===== src/rtl/jp_responder_if.sv =====
// Console-side joypad port bundle: button state in, latch/clk polling in, serial data out.
interface jp_responder_if;
  logic [7:0] btn_in;
  logic [1:0] turbo_en_in;
  logic       jp_latch_in;
  logic       jp_clk_in;
  logic       jp_data_out;
  logic       poll_strobe_out;
  logic [3:0] shift_cnt_out;

  modport master (
    output btn_in, turbo_en_in, jp_latch_in, jp_clk_in,
    input  jp_data_out, poll_strobe_out, shift_cnt_out
  );

  modport slave (
    input  btn_in, turbo_en_in, jp_latch_in, jp_clk_in,
    output jp_data_out, poll_strobe_out, shift_cnt_out
  );
endinterface


===== src/rtl/jp_responder.sv =====
// NES controller emulation: answers latch/clk polling with 8 serial button bits.
// Latch and clk each pass through a synchroniser plus glitch filter before the FSM sees them.

module jp_sync_filter #(
  parameter int SYNC_STAGES   = 2,
  parameter int FILTER_CYCLES = 4
) (
  input  logic clk_in,
  input  logic nrst_in,
  input  logic pin,
  output logic rise,
  output logic fall
);
  localparam int CW = $clog2(FILTER_CYCLES + 1);

  logic [SYNC_STAGES-1:0] sync;
  logic                   cand, acc, acc_prev;
  logic [CW-1:0]          run_q, run_d;

  // run_d counts consecutive cycles the synced level has held, including this one
  always_comb begin
    run_d = CW'(1);
    if (sync[SYNC_STAGES-1] == cand)
      run_d = (run_q == CW'(FILTER_CYCLES)) ? run_q : run_q + CW'(1);
  end

  always_ff @(posedge clk_in) begin
    if (!nrst_in) begin
      sync     <= '0;
      cand     <= 1'b0;
      run_q    <= '0;
      acc      <= 1'b0;
      acc_prev <= 1'b0;
    end else begin
      sync     <= {sync[SYNC_STAGES-2:0], pin};
      cand     <= sync[SYNC_STAGES-1];
      run_q    <= run_d;
      if (run_d == CW'(FILTER_CYCLES)) acc <= sync[SYNC_STAGES-1];
      acc_prev <= acc;
    end
  end

  assign rise = acc & ~acc_prev;
  assign fall = ~acc & acc_prev;
endmodule

module jp_responder #(
  parameter int SYNC_STAGES     = 2,
  parameter int FILTER_CYCLES   = 4,
  parameter int TURBO_DIV       = 2,
  parameter int DATA_ACTIVE_LOW = 1
) (
  input  logic           clk_in,
  input  logic           nrst_in,
  jp_responder_if.slave  jp
);
  localparam int   TW  = (TURBO_DIV > 1) ? $clog2(TURBO_DIV) : 1;
  localparam logic DAL = 1'(DATA_ACTIVE_LOW);

  typedef enum logic {LOAD, SHIFT} state_t;

  // lane 0 = latch, lane 1 = shift clock
  logic [1:0] pins, rise, fall;
  assign pins = {jp.jp_clk_in, jp.jp_latch_in};

  jp_sync_filter #(.SYNC_STAGES(SYNC_STAGES), .FILTER_CYCLES(FILTER_CYCLES)) u_flt [1:0] (
    .clk_in (clk_in),
    .nrst_in(nrst_in),
    .pin    (pins),
    .rise   (rise),
    .fall   (fall)
  );

  state_t        state;
  logic [7:0]    shift_reg, shift_nxt, eff_btn;
  logic [3:0]    shift_cnt;
  logic [TW-1:0] turbo_cnt;
  logic          turbo_phase, data_q, strobe_q;

  always_comb begin
    eff_btn    = jp.btn_in;
    eff_btn[0] = jp.btn_in[0] & (~jp.turbo_en_in[0] | turbo_phase);
    eff_btn[1] = jp.btn_in[1] & (~jp.turbo_en_in[1] | turbo_phase);
  end

  // Next shift register value; the data pin is registered from this so edge latency stays fixed
  always_comb begin
    shift_nxt = shift_reg;
    case (state)
      SHIFT: begin
        if (rise[0])      shift_nxt = eff_btn;
        else if (rise[1]) shift_nxt = {1'b1, shift_reg[7:1]};
      end
      LOAD: if (!fall[0]) shift_nxt = eff_btn;
      default: shift_nxt = shift_reg;
    endcase
  end

  always_ff @(posedge clk_in) begin
    if (!nrst_in) begin
      state       <= SHIFT;
      shift_reg   <= '0;
      shift_cnt   <= '0;
      turbo_cnt   <= '0;
      turbo_phase <= 1'b0;
      strobe_q    <= 1'b0;
      data_q      <= DAL;
    end else begin
      shift_reg <= shift_nxt;
      data_q    <= shift_nxt[0] ^ DAL;
      strobe_q  <= 1'b0;
      case (state)
        SHIFT: begin
          // latch rise beats a coincident clk rise
          if (rise[0]) begin
            state     <= LOAD;
            shift_cnt <= '0;
          end else if (rise[1] && shift_cnt != 4'd8) begin
            shift_cnt <= shift_cnt + 4'd1;
          end
        end
        LOAD: begin
          shift_cnt <= '0;
          if (fall[0]) begin
            state    <= SHIFT;
            strobe_q <= 1'b1;
            if (turbo_cnt == TW'(TURBO_DIV - 1)) begin
              turbo_cnt   <= '0;
              turbo_phase <= ~turbo_phase;
            end else begin
              turbo_cnt <= turbo_cnt + TW'(1);
            end
          end
        end
        default: state <= SHIFT;
      endcase
    end
  end

  assign jp.jp_data_out     = data_q;
  assign jp.poll_strobe_out = strobe_q;
  assign jp.shift_cnt_out   = shift_cnt;
endmodule


===== src/flat_wrapper.sv =====
// flat-port wrapper written by rule: the top's interface ports become plain ports
module jp_responder_flat 
#(
  parameter int SYNC_STAGES     = 2,
  parameter int FILTER_CYCLES   = 4,
  parameter int TURBO_DIV       = 2,
  parameter int DATA_ACTIVE_LOW = 1
)
  (clk_in, nrst_in, jp_btn_in, jp_turbo_en_in, jp_jp_latch_in, jp_jp_clk_in, jp_jp_data_out, jp_poll_strobe_out, jp_shift_cnt_out);
  jp_responder_if jp_i ();
  input  logic clk_in;
  input  logic nrst_in;
  input wire logic [$bits(jp_i.btn_in)-1:0] jp_btn_in;
  input wire logic [$bits(jp_i.turbo_en_in)-1:0] jp_turbo_en_in;
  input wire logic [$bits(jp_i.jp_latch_in)-1:0] jp_jp_latch_in;
  input wire logic [$bits(jp_i.jp_clk_in)-1:0] jp_jp_clk_in;
  output wire logic [$bits(jp_i.jp_data_out)-1:0] jp_jp_data_out;
  output wire logic [$bits(jp_i.poll_strobe_out)-1:0] jp_poll_strobe_out;
  output wire logic [$bits(jp_i.shift_cnt_out)-1:0] jp_shift_cnt_out;
  assign jp_i.btn_in = jp_btn_in;
  assign jp_i.turbo_en_in = jp_turbo_en_in;
  assign jp_i.jp_latch_in = jp_jp_latch_in;
  assign jp_i.jp_clk_in = jp_jp_clk_in;
  assign jp_jp_data_out = jp_i.jp_data_out;
  assign jp_poll_strobe_out = jp_i.poll_strobe_out;
  assign jp_shift_cnt_out = jp_i.shift_cnt_out;
  jp_responder #(.SYNC_STAGES(SYNC_STAGES), .FILTER_CYCLES(FILTER_CYCLES), .TURBO_DIV(TURBO_DIV), .DATA_ACTIVE_LOW(DATA_ACTIVE_LOW)) u_core (.clk_in(clk_in), .nrst_in(nrst_in), .jp(jp_i));
endmodule

===== config.mk =====
export PLATFORM = sky130hd
export DESIGN_NAME = jp_responder_flat
export DESIGN_NICKNAME = d
export VERILOG_FILES = /design/src/rtl/jp_responder_if.sv /design/src/rtl/jp_responder.sv /design/src/flat_wrapper.sv
export SDC_FILE = /design/constraint.sdc
export NUM_CORES = 1
export LEC_CHECK = 0
export ABC_AREA = 0
export BUFFER_PORTS_ARGS = -buffer_cell sky130_fd_sc_hd__buf_4
export CORE_MARGIN = 3
export CORE_UTILIZATION = 55
export CTS_BUF_LIST = sky130_fd_sc_hd__clkbuf_16
export DETAILED_ROUTE_END_ITERATION = 6
export GPL_TIMING_DRIVEN = 0
export PLACE_DENSITY_LB_ADDON = 0.05
export SLEW_MARGIN = 30
export SYNTH_ARGS = -nofsm -noshare
export SYNTH_HDL_FRONTEND = slang
export SYNTH_HIERARCHICAL = 1
export SYNTH_SLANG_ARGS = --single-unit

===== constraint.sdc =====
create_clock -name clk_in -period 2 [get_ports clk_in]
set_input_delay 0.2 -clock clk_in [delete_from_list [all_inputs] [get_ports clk_in]]
set_output_delay 0.2 -clock clk_in [all_outputs]
set_load 0.01 [all_outputs]

==> results.toml <==
[cts]
cts_sinks = 33
root_buffer = "clkbuf_16"
cts_tree = "built"
numCtsBuffers = 5
ctsHoldBuffers = 0
clock_path_buffers = 2
h-tree-depth = 2
clk_latency_ns = 0.27
cts_resized = 0
postCtsSetupBuffers = 0
clk_pin_slew_worst_paths_ns = 0.05

[detailed_routing]
dr.pass1.iters = 4
wl_per_cell_um = 13.52
final_antenna_net_count = 0
drcViolationCount = 0
num_vias = 1169
avgViaCountPerCell = 5.759
wl_mm = 2.744
dr.first_iter.drc_count = 46

[sta]
fin_crit_sh = 0.8429
rsz0062_at_grt = "false"
final.setup.tns_ns = 0
worstMarginPinSlew_ns = 0.4596
timing.fmax_mhz = 593.2
setup_viol = 0
final_hold_viol_count = 0
finClkSkew_ns = 0.005989
slew_viol_final = 0
slew_headroom = 0.6936
fin_crit_ns = 1.686

[placed_design]
hpwl_mm = 1.851
port_buffers = 19
gp_congestion = 0.7896

[status]
status = "finished, final reports clean"

[layout]
nets = 194
layout_commonest_cell = "dfxtp_1"
largest_register_ffs = 8
drive_gt1_frac = 0.2057
fin_util = 0.7562
n_antenna_cell = 0
layout_common_cells = "dfxtp_1 (33), buf_4 (19), inv_1 (10), nand2_1 (10), nor2_1 (9)"
area_growth_pct = 23.82
fillCellCount = 168

[floorplanning]
ios = 20
die_x_um = 56.97
die_area_mm2 = 0.003246
core_area_mm2 = 0.002340
start_util = 0.6107
die_h_um = 56.97
rows = 17

[job]
max-cap-violations = 0

[setup_path]
cp.arrival_ns = 1.85
slowest_delay_ns = 0.33
endpoint_kind = "flip-flop"
slowest_stage = "dfxtp_1"
cp_max_fo = 8
startpoint_type = "flip-flop"
path_class = "flip-flop to flip-flop"
critPathRequiredTime_ns = 2.16
crit_chain = "nor2b_1 -> or2b_1 -> clkbuf_1 -> nand2_1 -> o221a_1"

[global_routing]
grt_overflow_total = 0
grt_pass1_vias = 1115
antenna_found_initial = 0
grtUsageTotal = 0.1898
grt_pass1_wl_mm = 4.767
grt_max_degree = 21

[power_and_ir_drop]
power_per_cell_area_mw_per_mm2 = 918.2
leakage_nw = 0.7387
fin_total_pwr_mw = 1.625
ir_drop_uv = 719.8

[worst_hold_path]
min_path_type = "input port to flip-flop"

[yosys]
syn_nets = 168
synth.avg_cell_area_um2 = 9.655
synth_cells = 148
netlist_area_mm2 = 0.001429
yosysWarnings = 6
[routing by layer]
metal | vias to the layer above | global-route usage | share of wire
met5 | - | 0 | 0
met4 | 0 | 0.09603 | 0.021
met3 | 7 | 0.07240 | 0.068
met2 | 43 | 0.3214 | 0.49
met1 | 545 | 0.2059 | 0.42
li1 | 574 | - | -
[path summary, 6_finish.rpt]
kind                            from                 endpoint  slack [ns]  cells past startpoint
max              u_core/u_flt[0]/acc      u_core/shift_reg[0]        0.31                      5
min                   jp_jp_latch_in  u_core/u_flt[0]/sync[0]        0.14                      2
max reg2reg      u_core/u_flt[0]/acc      u_core/shift_reg[0]        0.31                      5
min reg2reg  u_core/u_flt[0]/sync[0]  u_core/u_flt[0]/sync[1]        0.44                      1
[area by class of cell]
type | count | area, um^2 | area share
clock inverters | 3 | 37.54 | 0.02122
flip-flops and latches | 33 | 660.6 | 0.3734
plain buffers | 5 | 28.78 | 0.01627
inverters | 9 | 33.78 | 0.01909
repair buffers | 19 | 142.6 | 0.08062
clock buffers | 5 | 125.1 | 0.07072
multi-input cells | 101 | 705.7 | 0.3989
well taps | 28 | 35.03 | 0.01980
[worst max-delay path: cells and delay by family (launching register included)]
kind | cells | cell delay, ns
AND/OR/NAND/NOR | 3 | 0.66
flip-flops | 1 | 0.33
buffers and inverters | 1 | 0.32
AO/OA/AOI/OAI | 1 | 0.27
[per-stage QoR]
stage | hold slack [ns] | cells | worst slack (ns) | cell area, um^2
floorplan | 0.2718 | 148 | 0.4652 | 1429
global placement | 0.4109 | 195 | 0.4029 | 1607
finish | 0.1365 | 203 | 0.3142 | 1769
CTS | 0.1319 | 203 | 0.3401 | 1769
detailed placement | 0.4128 | 195 | 0.3814 | 1607
global route | 0.1360 | 203 | 0.2295 | 1769
[power breakdown]
| part | internal, mW | total (mW) | switching, mW |
|---|---|---|---|
| clock | 0.577 | 0.834 | 0.257 |
| combinational | 0.0524 | 0.101 | 0.0483 |
| sequential | 0.679 | 0.690 | 0.0114 |
| total | 1.31 | 1.62 | 0.316 |
Power figures use the tool's default switching activity.
